<file path="src/rtl/pe_pkg.sv">
// ----------------------------------------------------------------------------
// pe_pkg
// Shared constants and types for the pe3x3 convolution datapath.
//   DW_IN, DW_ADD, OUTPUT_NUM : default datapath widths / lane count
//   AW, CIN_W                 : default buffer address / channel-count widths
//   KH                        : kernel height (rows walked per input channel)
//   pe_seq_state_t            : sequencer state encoding
// ----------------------------------------------------------------------------
package pe_pkg;

  localparam int DW_IN      = 8;
  localparam int DW_ADD     = 32;
  localparam int OUTPUT_NUM = 9;
  localparam int AW         = 10;
  localparam int CIN_W      = 8;
  localparam int KH         = 3;

  typedef enum logic [1:0] {
    ST_IDLE  = 2'd0,
    ST_RUN   = 2'd1,
    ST_FLUSH = 2'd2,
    ST_OUT   = 2'd3
  } pe_seq_state_t;

endpackage

</file>
<file path="src/rtl/pe3x3_seq_if.sv">
// ----------------------------------------------------------------------------
// pe3x3_seq_if
// Buffer-read and result-stream bundle of the pe3x3 sequencer.
//   fm_rd_en / fm_rd_addr : feature-map buffer read strobe and address
//   wt_rd_en / wt_rd_addr : weight buffer read strobe and address
//   pe_psum               : PE lane results, valid one cycle after a read
//   out_valid / out_ready : result handshake
//   out_data              : accumulated lanes, lane 0 in the LSBs
// Modports: master = sequencer side, slave = buffers / downstream side.
// ----------------------------------------------------------------------------
interface pe3x3_seq_if #(
  parameter int OUTPUT_NUM = pe_pkg::OUTPUT_NUM,
  parameter int DW_ADD     = pe_pkg::DW_ADD,
  parameter int AW         = pe_pkg::AW
);

  logic                         fm_rd_en;
  logic [AW-1:0]                fm_rd_addr;
  logic                         wt_rd_en;
  logic [AW-1:0]                wt_rd_addr;
  logic [OUTPUT_NUM*DW_ADD-1:0] pe_psum;
  logic                         out_valid;
  logic                         out_ready;
  logic [OUTPUT_NUM*DW_ADD-1:0] out_data;

  modport master (
    output fm_rd_en, fm_rd_addr, wt_rd_en, wt_rd_addr, out_valid, out_data,
    input  pe_psum, out_ready
  );

  modport slave (
    input  fm_rd_en, fm_rd_addr, wt_rd_en, wt_rd_addr, out_valid, out_data,
    output pe_psum, out_ready
  );

endinterface

</file>
<file path="src/rtl/pe_acc_bank.sv">
// ----------------------------------------------------------------------------
// pe_acc_bank
// LANES independent signed DW-bit accumulators.
//   clk, rst_n : clock, asynchronous active-low reset
//   clr        : zero every lane (has priority over en)
//   en         : add psum lane k into accumulator lane k
//   psum       : packed lane inputs, lane 0 in the LSBs
//   acc        : packed accumulator contents, lane 0 in the LSBs
// Build option: PE3X3_SEQ_SAT_EN defined -> each add clamps to the signed
// DW range; otherwise the add wraps modulo 2^DW.
// ----------------------------------------------------------------------------
module pe_acc_bank #(
  parameter int LANES = pe_pkg::OUTPUT_NUM,
  parameter int DW    = pe_pkg::DW_ADD
) (
  input  logic                clk,
  input  logic                rst_n,
  input  logic                clr,
  input  logic                en,
  input  logic [LANES*DW-1:0] psum,
  output logic [LANES*DW-1:0] acc
);

  generate
    for (genvar gi = 0; gi < LANES; gi++) begin : g_lane
      logic signed [DW-1:0] acc_reg;
      logic signed [DW-1:0] acc_next;
      logic signed [DW-1:0] addend;

      assign addend = psum[gi*DW +: DW];

`ifdef PE3X3_SEQ_SAT_EN
      // One extra bit catches overflow: the top two bits disagree exactly
      // when the true sum left the DW-bit signed range.
      logic signed [DW:0] wide_sum;
      assign wide_sum = {acc_reg[DW-1], acc_reg} + {addend[DW-1], addend};

      always_comb begin
        acc_next = wide_sum[DW-1:0];
        if (wide_sum[DW] != wide_sum[DW-1]) begin
          acc_next = wide_sum[DW] ? {1'b1, {(DW-1){1'b0}}}
                                  : {1'b0, {(DW-1){1'b1}}};
        end
      end
`else
      assign acc_next = acc_reg + addend;
`endif

      always_ff @(posedge clk or negedge rst_n) begin
        if (!rst_n) begin
          acc_reg <= '0;
        end else if (clr) begin
          acc_reg <= '0;
        end else if (en) begin
          acc_reg <= acc_next;
        end
      end

      assign acc[gi*DW +: DW] = acc_reg;
    end
  endgenerate

endmodule

</file>
<file path="src/rtl/pe3x3_seq.sv">
// ----------------------------------------------------------------------------
// pe3x3_seq
// Walks the KH kernel rows over cfg_cin input channels, issuing one buffer
// read per cycle, accumulates the PE lane results and presents them on a
// valid/ready output.
//   clk, rst_n   : clock, asynchronous active-low reset
//   start        : one-cycle job request (ignored while busy)
//   cfg_cin      : input-channel count, latched on start
//   cfg_fm_base  : feature-map base address, latched on start
//   cfg_wt_base  : weight base address, latched on start
//   busy         : job active (RUN, FLUSH or OUT)
//   done         : one-cycle pulse after the output handshake
//   bus          : pe3x3_seq_if master (buffer reads, pe_psum, result stream)
// Build option: PE3X3_SEQ_SAT_EN selects saturating accumulation.
// ----------------------------------------------------------------------------
module pe3x3_seq #(
  parameter int OUTPUT_NUM = pe_pkg::OUTPUT_NUM,
  parameter int DW_ADD     = pe_pkg::DW_ADD,
  parameter int AW         = pe_pkg::AW,
  parameter int CIN_W      = pe_pkg::CIN_W
) (
  input  logic             clk,
  input  logic             rst_n,
  input  logic             start,
  input  logic [CIN_W-1:0] cfg_cin,
  input  logic [AW-1:0]    cfg_fm_base,
  input  logic [AW-1:0]    cfg_wt_base,
  output logic             busy,
  output logic             done,
  pe3x3_seq_if.master      bus
);

  import pe_pkg::*;

  pe_seq_state_t    state_reg, state_next;
  logic [1:0]       ky_reg, ky_next;
  logic [CIN_W-1:0] ci_reg, ci_next;
  logic [CIN_W-1:0] cin_reg;
  logic [AW-1:0]    fm_base_reg, wt_base_reg;
  logic             acc_en_reg;
  logic             done_reg;
  logic             load;
  logic             rd_en;
  logic [AW-1:0]    rd_off;

  always_comb begin
    state_next = state_reg;
    ky_next    = ky_reg;
    ci_next    = ci_reg;
    load       = 1'b0;
    rd_en      = 1'b0;
    unique case (state_reg)
      ST_IDLE: begin
        if (start) begin
          load       = 1'b1;
          ky_next    = '0;
          ci_next    = '0;
          state_next = (cfg_cin == '0) ? ST_OUT : ST_RUN;
        end
      end
      ST_RUN: begin
        rd_en = 1'b1;
        if (ky_reg == 2'(KH - 1)) begin
          ky_next = '0;
          if (ci_reg == cin_reg - CIN_W'(1)) begin
            state_next = ST_FLUSH;
          end else begin
            ci_next = ci_reg + CIN_W'(1);
          end
        end else begin
          ky_next = ky_reg + 2'd1;
        end
      end
      // Lets the accumulate for the last read land before results show.
      ST_FLUSH: state_next = ST_OUT;
      ST_OUT: begin
        if (bus.out_ready) begin
          state_next = ST_IDLE;
        end
      end
      default: state_next = ST_IDLE;
    endcase
  end

  always_ff @(posedge clk or negedge rst_n) begin
    if (!rst_n) begin
      state_reg   <= ST_IDLE;
      ky_reg      <= '0;
      ci_reg      <= '0;
      cin_reg     <= '0;
      fm_base_reg <= '0;
      wt_base_reg <= '0;
      acc_en_reg  <= 1'b0;
      done_reg    <= 1'b0;
    end else begin
      state_reg  <= state_next;
      ky_reg     <= ky_next;
      ci_reg     <= ci_next;
      // PE results arrive one cycle after their read strobe.
      acc_en_reg <= rd_en;
      done_reg   <= (state_reg == ST_OUT) && bus.out_ready;
      if (load) begin
        cin_reg     <= cfg_cin;
        fm_base_reg <= cfg_fm_base;
        wt_base_reg <= cfg_wt_base;
      end
    end
  end

  // Row offset KH*ci + ky; truncation to AW bits gives the modulo wrap.
  assign rd_off = AW'(32'(ci_reg) * KH + 32'(ky_reg));

  assign bus.fm_rd_en   = rd_en;
  assign bus.wt_rd_en   = rd_en;
  assign bus.fm_rd_addr = rd_en ? fm_base_reg + rd_off : '0;
  assign bus.wt_rd_addr = rd_en ? wt_base_reg + rd_off : '0;
  assign bus.out_valid  = (state_reg == ST_OUT);
  assign busy           = (state_reg != ST_IDLE);
  assign done           = done_reg;

  pe_acc_bank #(
    .LANES (OUTPUT_NUM),
    .DW    (DW_ADD)
  ) u_acc_bank (
    .clk   (clk),
    .rst_n (rst_n),
    .clr   (load),
    .en    (acc_en_reg),
    .psum  (bus.pe_psum),
    .acc   (bus.out_data)
  );

endmodule
</file>
<file path="src/flat_wrapper.sv">
// flat-port wrapper written by rule: the top's interface ports become plain ports
module pe3x3_seq_flat import pe_pkg::*;
#(
  parameter int OUTPUT_NUM = pe_pkg::OUTPUT_NUM,
  parameter int DW_ADD     = pe_pkg::DW_ADD,
  parameter int AW         = pe_pkg::AW,
  parameter int CIN_W      = pe_pkg::CIN_W
)
  (clk, rst_n, start, cfg_cin, cfg_fm_base, cfg_wt_base, busy, done, bus_fm_rd_en, bus_fm_rd_addr, bus_wt_rd_en, bus_wt_rd_addr, bus_out_valid, bus_out_data, bus_pe_psum, bus_out_ready);
  pe3x3_seq_if #(.OUTPUT_NUM(OUTPUT_NUM), .DW_ADD(DW_ADD), .AW(AW)) bus_i ();
  input  logic clk;
  input  logic rst_n;
  input  logic start;
  input  logic [CIN_W-1:0] cfg_cin;
  input  logic [AW-1:0] cfg_fm_base;
  input  logic [AW-1:0] cfg_wt_base;
  output logic busy;
  output logic done;
  output wire logic [$bits(bus_i.fm_rd_en)-1:0] bus_fm_rd_en;
  output wire logic [$bits(bus_i.fm_rd_addr)-1:0] bus_fm_rd_addr;
  output wire logic [$bits(bus_i.wt_rd_en)-1:0] bus_wt_rd_en;
  output wire logic [$bits(bus_i.wt_rd_addr)-1:0] bus_wt_rd_addr;
  output wire logic [$bits(bus_i.out_valid)-1:0] bus_out_valid;
  output wire logic [$bits(bus_i.out_data)-1:0] bus_out_data;
  input wire logic [$bits(bus_i.pe_psum)-1:0] bus_pe_psum;
  input wire logic [$bits(bus_i.out_ready)-1:0] bus_out_ready;
  assign bus_fm_rd_en = bus_i.fm_rd_en;
  assign bus_fm_rd_addr = bus_i.fm_rd_addr;
  assign bus_wt_rd_en = bus_i.wt_rd_en;
  assign bus_wt_rd_addr = bus_i.wt_rd_addr;
  assign bus_out_valid = bus_i.out_valid;
  assign bus_out_data = bus_i.out_data;
  assign bus_i.pe_psum = bus_pe_psum;
  assign bus_i.out_ready = bus_out_ready;
  pe3x3_seq #(.OUTPUT_NUM(OUTPUT_NUM), .DW_ADD(DW_ADD), .AW(AW), .CIN_W(CIN_W)) u_core (.clk(clk), .rst_n(rst_n), .start(start), .cfg_cin(cfg_cin), .cfg_fm_base(cfg_fm_base), .cfg_wt_base(cfg_wt_base), .busy(busy), .done(done), .bus(bus_i));
endmodule
</file>
<file path="config.mk">
export PLATFORM = sky130hd
export DESIGN_NAME = pe3x3_seq_flat
export DESIGN_NICKNAME = d
export VERILOG_FILES = /design/src/rtl/pe_pkg.sv /design/src/rtl/pe3x3_seq_if.sv /design/src/rtl/pe_acc_bank.sv /design/src/rtl/pe3x3_seq.sv /design/src/flat_wrapper.sv
export SDC_FILE = /design/constraint.sdc
export NUM_CORES = 1
export LEC_CHECK = 0
export CORE_MARGIN = 5
export CORE_UTILIZATION = 40
export CTS_BUF_LIST = sky130_fd_sc_hd__clkbuf_16
export CTS_CLUSTER_DIAMETER = 30
export CTS_CLUSTER_SIZE = 25
export DETAILED_ROUTE_END_ITERATION = 6
export PLACE_DENSITY = 0.66
export SYNTH_ARGS = -nofsm -noshare
export SYNTH_HDL_FRONTEND = slang
export SYNTH_SLANG_ARGS = --single-unit
</file>
<file path="constraint.sdc">
create_clock -name clk -period 9.2 [get_ports clk]
set_clock_uncertainty 0.2 [all_clocks]
set_input_delay 1.84 -clock clk [delete_from_list [all_inputs] [get_ports clk]]
set_output_delay 1.84 -clock clk [all_outputs]
set_load 0.02 [all_outputs]
</file>
==> PnR_summary.wiki, run 1 <==
{| class="wikitable"
! Metric !! Value
|-
| Vias || 27,020
|-
| Total standard cell area after synthesis || 0.02800 sq mm
|-
| Area of the core region || 0.06966 sq mm
|-
| Type of the worst setup path || reg2out
|-
| Starting density of the core || 40.19%
|-
| Count of maximum capacitance violations || 0
|-
| Hold Path Cell Cnt || 2
|-
| Final period util || 75.61%
|-
| Global-route congestion overflow total || 0
|-
| Num Clock Sinks || 330
|-
| I/O pin count || 633
|-
| Share of total power consumed by net switching || 44.05%
|-
| Largest cells by area after synthesis || dfrtp_1 (29%), ha_1 (14%), a21oi_1 (5.1%)
|-
| Data required time at the worst endpoint || 7.16 ns
|-
| Total of flip-flops plus latches after synthesis || 330
|-
| Number of global-route vias before repair || 26,630
|-
| Critical-path top delay cell || clkdlybuf4s50_1
|-
| Number of enable-type register cells in the synthesized netlist || 0
|-
| Overall die area || 0.07538 sq mm
|-
| Data arrival at the endpoint of the critical path || 4.92 ns
|-
| H-Tree Level Count || 3
|-
| Flip-flop count of the largest register, all copies and words added || 288
|-
| Weighted congestion reported at the end of routability-driven placement || 0.9139
|-
| Part of the power in combinational logic || 58.5%
|-
| Worst stage delay on the critical path || 0.65 ns
|-
| Number of vias per cell || 5.412
|-
| Clk pin slew, worst setup/hold paths || 0.04 ns
|-
| Buffers and inverters on the worst path || 2
|-
| Depth of the worst register-to-register path || 11
|-
| Number of design-rule violations left by the first detailed-router iteration || 1,701
|-
| Number of cells produced by synthesis || 3,304
|-
| Bufs on Longest Clock Path || 3
|-
| Final critical-path required period || 6.956 ns
|-
| Power density over the cells || 407.0 mW/mm^2
|-
| Cell Chain, Critical Path || fa_1 -> ha_1 -> fa_1 -> a21oi_1 -> nor2_1 -> nor2_1 -> xnor2_1 -> ha_1 -> inv_1 -> o21bai_1 -> a21oi_1 -> o21bai_1 -> a21oi_1 -> xnor2_1 -> nor2_1 -> clkdlybuf4s50_1
|-
| Worst max-slew margin expressed relative to the limit || 29.70%
|-
| Die X-Extent || 274.6 um
|-
| Root Buffer || clkbuf_16
|-
| Leading register cell type out of synthesis || dfrtp_1
|-
| Share of synthesized flip-flops with an asynchronous set or reset || 100.0%
|-
| Transition at the pin with the smallest max-transition slack || 1.055 ns
|-
| Hold-fix buffer count after cts || 0
|-
| Synth-to-Final Area Change || 39.34%
|-
| Number of buffers added for setup after CTS || 0
|-
| Clock network latency to the later pin of the worst-skew pair || 0.65 ns
|-
| Top-area cell type share of the netlist area || 29.50%
|-
| Drc violations || 0
|-
| Number of nets in the layout || 4,591
|-
| Detailed-router iteration count before antenna repair || 7
|-
| Part of the total power dissipated in the clock network || 23.7%
|-
| Post-DR wirelength/cell || 20.01 um
|-
| Fraction of final layout cells with drive strength greater than 1 || 5.411%
|-
| Cell family with most CP delay || adder cells
|-
| Register area share after synthesis || 29.50%
|-
| Static leakage || 17.92 nW
|-
| Synth cell types || 85
|-
| Average footprint of a synthesized cell || 8.473 sq um
|-
| CP Depth || 16
|-
| Setup total negative slack || 0 ns
|-
| Final setup fails || 0
|-
| Dpl ws || 2.958 ns
|-
| Total wire length after detailed routing || 99,890 um
|-
| Setup repair after global routing missed its margin || false
|-
| Max-slew violation count || 0
|-
| Area after DPL || 0.03521 sq mm
|-
| Initial antenna violation count || 35
|-
| Internal Dissipation || 8.883 mW
|-
| Type of the most critical hold path || reg2reg
|-
| Switching power || 6.994 mW
|-
| Sum of net half-perimeters after detailed placement || 74,470 um
|-
| Die Y || 274.6 um
|-
| Combined global-route utilization of all metal layers || 25.45%
|-
| Max Clk Rate || 0.1438 GHz
|-
| Wire length of the first global-routing pass || 153,100 um
|-
| Setup crit start kind || flop
|-
| Slack of the critical path || 2.244 ns
|-
| Port buffer count || 632
|-
| Fin. Hold Viols || 0
|-
| Largest net degree at the start of global routing || 142
|-
| Post-synthesis net count || 3,957
|-
| Outcome || completed
|-
| Remaining antenna violation count after routing || 0
|-
| Post-cts sizing count || 0
|-
| Final design area excluding fillers || 0.03901 sq mm
|-
| Synth area leader || dfrtp_1
|-
| FP Rows || 97
|-
| Number of clock buffers inserted by TritonCTS || 108
|-
| CTS tree || yes
|-
| Sort of element at the end of the critical path || primary output
|-
| YS warnings || 0
|-
| Max IR drop VDD || 0.0002599 V
|-
| Seq pwr share || 17.8%
|-
| Maximum fanout encountered on the critical timing path || 9
|-
| Filler cell count || 6,387
|}
[worst min-delay path, cell delays in order (launching register included)]
cell     delay [ns]
dfrtp_1        0.35
nand2_1        0.05
nand2_1        0.06
[power by group through the flow]
stage	clock network [mW]	logic (mW)	registers, mW
after floorplan	0	5.63	3.32
after global placement	0	9.17	2.81
after detailed placement	0	9.24	2.81
after CTS	3.83	9.31	2.82
after global routing	3.92	10.2	2.92
final	3.77	9.29	2.82
[cells by family after synthesis]
| logic type | share of synthesized area (%) |
|---|---|
| AOI/OAI and AO/OA | 21.57 |
| xor gates and xnor gates | 8.072 |
| adders and majority gates | 15.23 |
| buffers and inverters | 3.187 |
| DFF | 29.50 |
| muxes | 5.149 |
| and+or+nand+nor | 17.30 |
[synthesized netlist by cell type (8+ instances only)]
cell and number:
o22ai_1 15, and4_1 10, dfrtp_1 330, o21ai_1 134
nor2_1 334, a31oi_1 43, o21ai_0 100, a211oi_1 25
nand2b_1 35, o21a_1 45, nand3_1 57, nand4_1 33
o31ai_1 11, or3_1 19, xnor2_1 163, mux2i_1 144
o211ai_1 10, xor2_1 95, a21o_1 134, and3_1 27
inv_1 113, nor2b_1 54, a211o_1 11, o21bai_1 30
fa_1 13, clkbuf_1 110, a21boi_1 9, ha_1 320
a221oi_1 9, and2_1 26, nor4_1 17, nand2_1 331
nor3_1 62, buf_1 8, a21oi_1 288, a221o_1 8
[metal layers]
layer	track usage, %	part of all wire (%)	wire (um)	up-vias
met5	0	0.15	154	-
li1	-	-	-	13250
met2	41.61	46	46380	809
met4	10.78	4.0	4010	22
met1	31.08	42	41570	12700
met3	8.006	7.8	7781	233
[layout make-up]
class / instances / area [sq um] / area share (%)
Timing Repair Buffer: 645 / 6466 / 16.58
Clock buffer: 109 / 2728 / 6.992
Tap cell: 940 / 1176 / 3.015
Multi-Input combinational cell: 2738 / 18870 / 48.38
Inverter: 115 / 434.2 / 1.113
Clock inverter: 92 / 1013 / 2.598
Sequential cell: 330 / 8262 / 21.18
Antenna cell: 23 / 57.56 / 0.1475
[through the flow]
stage / total power [mW] / hold WS [ns] / instances / utilization [%]
6_report: 15.88 / 0.2914 / 4992 / 56.00
5_1_grt: 17.06 / 0.3234 / 4988 / 55.98
4_1_cts: 15.96 / 0.2950 / 4969 / 55.91
3_5_place_dp: 12.05 / 0.2787 / 4768 / 50.54
3_3_place_gp: 11.98 / 0.2778 / 4768 / 50.54
2_1_floorplan: 8.951 / 0.2523 / 3304 / -
[path summary, 6_finish.rpt]
check | start | endpoint | slack (ns)
worst max register to register | u_core.u_acc_bank.g_lane[5].acc_reg[4] | u_core.u_acc_bank.g_lane[5].acc_reg[31] | 5.57
worst min-delay path | u_core.wt_base_reg[2] | u_core.wt_base_reg[2] | 0.29
worst min register to register | u_core.wt_base_reg[2] | u_core.wt_base_reg[2] | 0.29
min in group asynchronous | rst_n | u_core.u_acc_bank.g_lane[1].acc_reg[5] | 1.01
max in group asynchronous | rst_n | u_core.acc_en_reg | 6.27
worst max-delay path | u_core.ci_reg[0] | bus_fm_rd_addr[9] | 2.24
[placed cells by master (no fill, tap or decap), types with 134 or more instances in the layout]
master	Yosys	routed
a21o_1	134	134
dfrtp_1	330	329
a21oi_1	288	288
ha_1	320	320
nand2_1	331	329
nor2_1	334	332
mux2i_1	144	144
o21ai_1	134	134
xnor2_1	163	163
clkdlybuf4s50_1	0	631
Power figures use the tool's default switching activity.
==> run 2, diff against run 1 <==
==> constraint.sdc (replaced) <==
create_clock -name clk -period 6.4 [get_ports clk]
set_clock_uncertainty 0.2 [all_clocks]
set_input_delay 1.28 -clock clk [delete_from_list [all_inputs] [get_ports clk]]
set_output_delay 1.28 -clock clk [all_outputs]
set_load 0.02 [all_outputs]
==> PnR_summary.wiki, run 2 (synthesized netlist as in run 1, its figures left out) <==
{| class="wikitable"
! Metric !! Value
|-
| Data required time at the worst endpoint || 4.92 ns
|-
| Most frequent cells in the layout || clkdlybuf4s50_1 (629), nor2_1 (332), nand2_1 (329), dfrtp_1 (329), ha_1 (320)
|-
| Initial antenna violation count || 34
|-
| Area of the core region || 0.06966 sq mm
|-
| Final setup fails || 0
|-
| Synth-to-Final Area Change || 38.95%
|-
| Fin. Hold Viols || 0
|-
| Final period util || 94.59%
|-
| Starting density of the core || 40.19%
|-
| Worst max-slew margin expressed relative to the limit || 33.04%
|-
| FP Rows || 97
|-
| Bufs on Longest Clock Path || 3
|-
| Total wire length after detailed routing || 100,200 um
|-
| Sum of net half-perimeters after detailed placement || 74,640 um
|-
| Max IR drop VDD || 0.0003550 V
|-
| M1 WL || 41,190 um
|-
| Count of maximum capacitance violations || 0
|-
| Type of the most critical hold path || reg2reg
|-
| Root Buffer || clkbuf_16
|-
| Detailed route wirelength on metal3 || 7935 um
|-
| Global-route congestion overflow total || 0
|-
| Power density over the cells || 582.3 mW/mm^2
|-
| Max-slew violation count || 0
|-
| Final critical-path required period || 6.054 ns
|-
| Outcome || completed
|-
| Number of design-rule violations left by the first detailed-router iteration || 1,483
|-
| Drc violations || 0
|-
| H-Tree Level Count || 3
|-
| Port buffer count || 632
|-
| Weighted congestion reported at the end of routability-driven placement || 0.9024
|-
| Detailed-router iteration count before antenna repair || 5
|-
| Setup total negative slack || 0 ns
|-
| Post-DR wirelength/cell || 20.10 um
|-
| Area after DPL || 0.03523 sq mm
|-
| Depth of the worst register-to-register path || 13
|-
| I/O pin count || 633
|-
| Num Clock Sinks || 330
|-
| Hold-fix buffer count after cts || 0
|-
| Flip-flop count of the largest register, all copies and words added || 288
|-
| Number of vias per cell || 5.403
|-
| Transition at the pin with the smallest max-transition slack || 1.004 ns
|-
| Final design area excluding fillers || 0.03890 sq mm
|-
| Number of buffers added for setup after CTS || 0
|-
| Hold Path Cell Cnt || 2
|-
| Post-cts sizing count || 0
|-
| Largest net degree at the start of global routing || 135
|-
| Most common cell after layout, fill and taps aside || clkdlybuf4s50_1
|-
| Remaining antenna violation count after routing || 0
|-
| Max Clk Rate || 0.1652 GHz
|-
| CTS tree || yes
|-
| Highest routed metal layer || met5
|-
| Die Y || 274.6 um
|-
| Number of clock buffers inserted by TritonCTS || 104
|-
| Fraction of final layout cells with drive strength greater than 1 || 4.922%
|-
| Overall die area || 0.07538 sq mm
|-
| Die X-Extent || 274.6 um
|-
| Number of global-route vias before repair || 26,580
|-
| Combined global-route utilization of all metal layers || 25.50%
|-
| Setup repair after global routing missed its margin || false
|-
| Number of nets in the layout || 4,588
|-
| Wire length of the first global-routing pass || 153,000 um
|-
| Clock network latency to the later pin of the worst-skew pair || 0.65 ns
|-
| Static leakage || 17.91 nW
|-
| Sort of element at the end of the critical path || primary output
|-
| Setup crit start kind || flop
|-
| Clk pin slew, worst setup/hold paths || 0.04 ns
|-
| Vias || 26,930
|-
| Type of the worst setup path || reg2out
|-
| Maximum fanout encountered on the critical timing path || 9
|-
| Data arrival at the endpoint of the critical path || 4.57 ns
|-
| Met2 Wirelength || 47,120 um
|}
-- run 2: cell types whose count changed in the layout (fill, tap and decap cells not counted), sizes merged --
cell           delta
inv               +7
bufinv            -1
clkdlybuf4s50     -2
diode             -2
clkinvlp          -3
clkbuf            -4
buf               +1
clkinv            -6
dlymetal6s2s      +2
-- run 2: area by class of cell --
cell class              count  area (sq um)
multi-input cells        2738         18870
diodes                     21         52.55
repair buffers            646          6491
fillers                  6395         30770
clock inverters            89         982.2
inverters                 115         434.2
flip-flops and latches    330          8262
clock buffers             105          2628
well taps                 940          1176
-- run 2: path summary, 6_finish.rpt --
| kind | from | endpoint | slack, ns |
|---|---|---|---|
| min in group asynchronous | rst_n | u_core.u_acc_bank.g_lane[1].acc_reg[0] | 0.36 |
| max in group asynchronous | rst_n | u_core.acc_en_reg | 4.47 |
| setup reg to reg | u_core.u_acc_bank.g_lane[2].acc_reg[0] | u_core.u_acc_bank.g_lane[2].acc_reg[24] | 2.77 |
| hold reg to reg | u_core.wt_base_reg[7] | u_core.wt_base_reg[7] | 0.29 |
| hold / removal | u_core.wt_base_reg[7] | u_core.wt_base_reg[7] | 0.29 |
| setup / recovery | u_core.ci_reg[0] | bus_fm_rd_addr[8] | 0.35 |
-- run 2: layer usage --
metal | GRT usage [%] | up-vias
li1 | - | 13250
met1 | 30.94 | 12660
met2 | 42.10 | 770
met3 | 8.189 | 220
met4 | 10.22 | 26
met5 | 0 | -
-- run 2: stage by stage --
step                hold WS [ns]  power [mW]  cells  util (%)  worst slack, ns
floorplan                 0.2523       12.87   3304         -            1.588
global placement          0.2819       17.22   4769     50.57           0.7625
detailed placement        0.2831       17.32   4769     50.57           0.7417
CTS                       0.2946       22.75   4963     55.75          0.02716
global route              0.3164       24.35   4980     55.82          0.07269
finish                    0.2939       22.65   4984     55.84           0.3464
-- run 2: critical path, stage by stage, from the launching register on --
cell and delay (ns):
dfrtp_1 0.48, fa_1 0.51, ha_1 0.23, fa_1 0.45, a21oi_1 0.16, nor2_1 0.05, nor2_1 0.15, o21bai_1 0.09
a21oi_1 0.25, xnor2_1 0.20, ha_1 0.28, inv_1 0.11, nor2_1 0.06, nor2_1 0.12, xor2_1 0.08, nor2_1 0.09
clkdlybuf4s50_1 0.62
-- run 2: report_power, final --
part / total (mW) / switching [mW] / internal (mW)
Combinational: 13.4 / 7.51 / 5.86
Clock: 5.24 / 1.57 / 3.67
Sequential: 4.05 / 0.961 / 3.08
Total: 22.7 / 10.0 / 12.6
==> run 3, diff against run 2 <==
--- a/config.mk
+++ b/config.mk
@@ -12,6 +12,7 @@
 export CTS_CLUSTER_SIZE = 25
 export DETAILED_ROUTE_END_ITERATION = 6
 export PLACE_DENSITY = 0.66
+export SETUP_SLACK_MARGIN = 0.5
 export SYNTH_ARGS = -nofsm -noshare
 export SYNTH_HDL_FRONTEND = slang
 export SYNTH_SLANG_ARGS = --single-unit
==> PnR_summary.wiki, run 3 (synthesized netlist as in run 1, its figures left out) <==
{| class="wikitable"
! Metric !! Value
|-
| Remaining antenna violation count after routing || 0
|-
| Bufs on Longest Clock Path || 3
|-
| Most frequent cells in the layout || clkdlybuf4s50_1 (623), nor2_1 (331), nand2_1 (329), dfrtp_1 (327), ha_1 (320)
|-
| Post-DR wirelength/cell || 20.10 um
|-
| Port buffer count || 632
|-
| Total wire length after detailed routing || 100,200 um
|-
| Cell count after placement || 4,769
|-
| Outcome || completed
|-
| Clk pin slew, worst setup/hold paths || 0.04 ns
|-
| Setup crit start kind || flop
|-
| Final period util || 89.71%
|-
| Maximum fanout encountered on the critical timing path || 6
|-
| Max IR drop VDD || 0.0003552 V
|-
| Power density over the cells || 582.1 mW/mm^2
|-
| Buffers and inverters on the worst path || 2
|-
| Num Clock Sinks || 330
|-
| Transition at the pin with the smallest max-transition slack || 1.000 ns
|-
| Drc violations || 0
|-
| Sum of net half-perimeters after detailed placement || 74,640 um
|-
| Number of global-route vias before repair || 26,580
|-
| Number of clock buffers inserted by TritonCTS || 104
|-
| Final core area utilization || 55.86%
|-
| Final critical-path required period || 5.741 ns
|-
| Most common cell after layout, fill and taps aside || clkdlybuf4s50_1
|-
| Vias || 26,910
|-
| Data required time at the worst endpoint || 4.92 ns
|-
| Clock network latency to the later pin of the worst-skew pair || 0.65 ns
|-
| Combined global-route utilization of all metal layers || 25.49%
|-
| Hold slack final || 0.2938 ns
|-
| Setup total negative slack || 0 ns
|-
| Max Clk Rate || 0.1742 GHz
|-
| Weighted congestion reported at the end of routability-driven placement || 0.9024
|-
| Synth-to-Final Area Change || 38.99%
|-
| Die Y || 274.6 um
|-
| Critical-path top delay cell || fa_1
|-
| Type of the worst setup path || reg2out
|-
| Type of the most critical hold path || reg2reg
|-
| Number of vias per cell || 5.399
|-
| Overall die area || 0.07538 sq mm
|-
| Flip-flop count of the largest register, all copies and words added || 288
|-
| Worst max-slew margin expressed relative to the limit || 33.30%
|-
| Number of nets in the layout || 4,589
|-
| Count of maximum capacitance violations || 0
|-
| Die X-Extent || 274.6 um
|-
| FP Rows || 97
|-
| Worst stage delay on the critical path || 0.48 ns
|-
| Setup repair after global routing missed its margin || true
|-
| Fin. Hold Viols || 0
|-
| Initial antenna violation count || 34
|-
| Largest net degree at the start of global routing || 135
|-
| Global-route congestion overflow total || 0
|-
| Cell family with most CP delay || adder cells
|-
| Detailed-router iteration count before antenna repair || 5
|-
| Cell Chain, Critical Path || fa_1 -> ha_1 -> fa_1 -> a21oi_1 -> nor2_1 -> nor2_2 -> o21bai_1 -> a21oi_2 -> xnor2_1 -> ha_1 -> inv_1 -> o21bai_1 -> a21oi_1 -> xnor2_1 -> nor2_1 -> clkbuf_2
|-
| Number of design-rule violations left by the first detailed-router iteration || 1,501
|-
| Area of the core region || 0.06966 sq mm
|-
| I/O pin count || 633
|-
| Wire length of the first global-routing pass || 153,000 um
|-
| Data arrival at the endpoint of the critical path || 4.26 ns
|-
| Sort of element at the end of the critical path || primary output
|-
| H-Tree Level Count || 3
|-
| Starting density of the core || 40.19%
|-
| Fraction of final layout cells with drive strength greater than 1 || 5.244%
|-
| Final Instance Count excl. Fillers || 4,984
|-
| Root Buffer || clkbuf_16
|-
| CTS tree || yes
|-
| Post-route total power || 22.65 mW
|-
| Final setup fails || 0
|-
| Max-slew violation count || 0
|-
| Hold-fix buffer count after cts || 0
|-
| Static leakage || 17.94 nW
|}
## run 3: final timing paths
check | from | to | slack, ns | depth (start not counted)
min reg2reg | u_core.wt_base_reg[7] | u_core.wt_base_reg[7] | 0.29 | 2
max | u_core.ci_reg[1] | bus_fm_rd_addr[9] | 0.66 | 16
min | u_core.wt_base_reg[7] | u_core.wt_base_reg[7] | 0.29 | 2
min in group asynchronous | rst_n | u_core.u_acc_bank.g_lane[1].acc_reg[0] | 0.36 | 1
max in group asynchronous | rst_n | u_core.u_acc_bank.g_lane[8].acc_reg[25] | 4.48 | 2
max reg2reg | u_core.u_acc_bank.g_lane[2].acc_reg[0] | u_core.u_acc_bank.g_lane[2].acc_reg[24] | 2.77 | 13
## run 3: worst reg2reg max path, stage by stage (launching register included)
cell and delay (ns):
dfrtp_1 0.38, ha_1 0.19, inv_1 0.06, fa_1 0.43, nor2b_1 0.20, o21a_1 0.15
o21ai_1 0.11, a211oi_1 0.56, a21oi_2 0.18, o31ai_1 0.58, a221oi_2 0.13, xnor2_1 0.15
mux2i_1 0.13, nor2_1 0.05
## run 3: cell type report
class	count	area (sq um)
tap	940	1176
inverter	115	434.2
clock inverter	89	982.2
multi-input combinational	2738	18900
antenna	20	50.05
sequential	330	8264
clock buffer	105	2628
fill	6401	30750
timing repair buffer	647	6476
## run 3: repair_timing
| action | CTS | global route |
|---|---|---|
| setup buffers | 0 | 1 |
| pin swaps | 1 | 0 |
| setup endpoints to repair | 7 | 8 |
| gates resized for setup | 9 | 16 |
## run 3: power breakdown
part	total, mW	switching (mW)	internal, mW
Sequential	4.04	0.956	3.09
Combinational	13.4	7.51	5.86
Clock	5.24	1.57	3.67
Total	22.7	10.0	12.6
## run 3: per-stage QoR
stage	instance area [sq um]	setup WS (ns)
after floorplan	28000	1.588
after global placement	35230	0.7625
after detailed placement	35230	0.7417
after CTS	38840	0.3709
after global routing	38900	0.4028
final	38910	0.6589
## run 3: routing by layer
metal / GRT usage, % / vias to the layer above / part of all wire [%]
met4: 10.22 / 26 / 3.7
met1: 30.90 / 12670 / 41
met2: 42.10 / 756 / 47
met5: 0 / - / 0.18
met3: 8.233 / 216 / 7.9
li1: - / 13240 / -
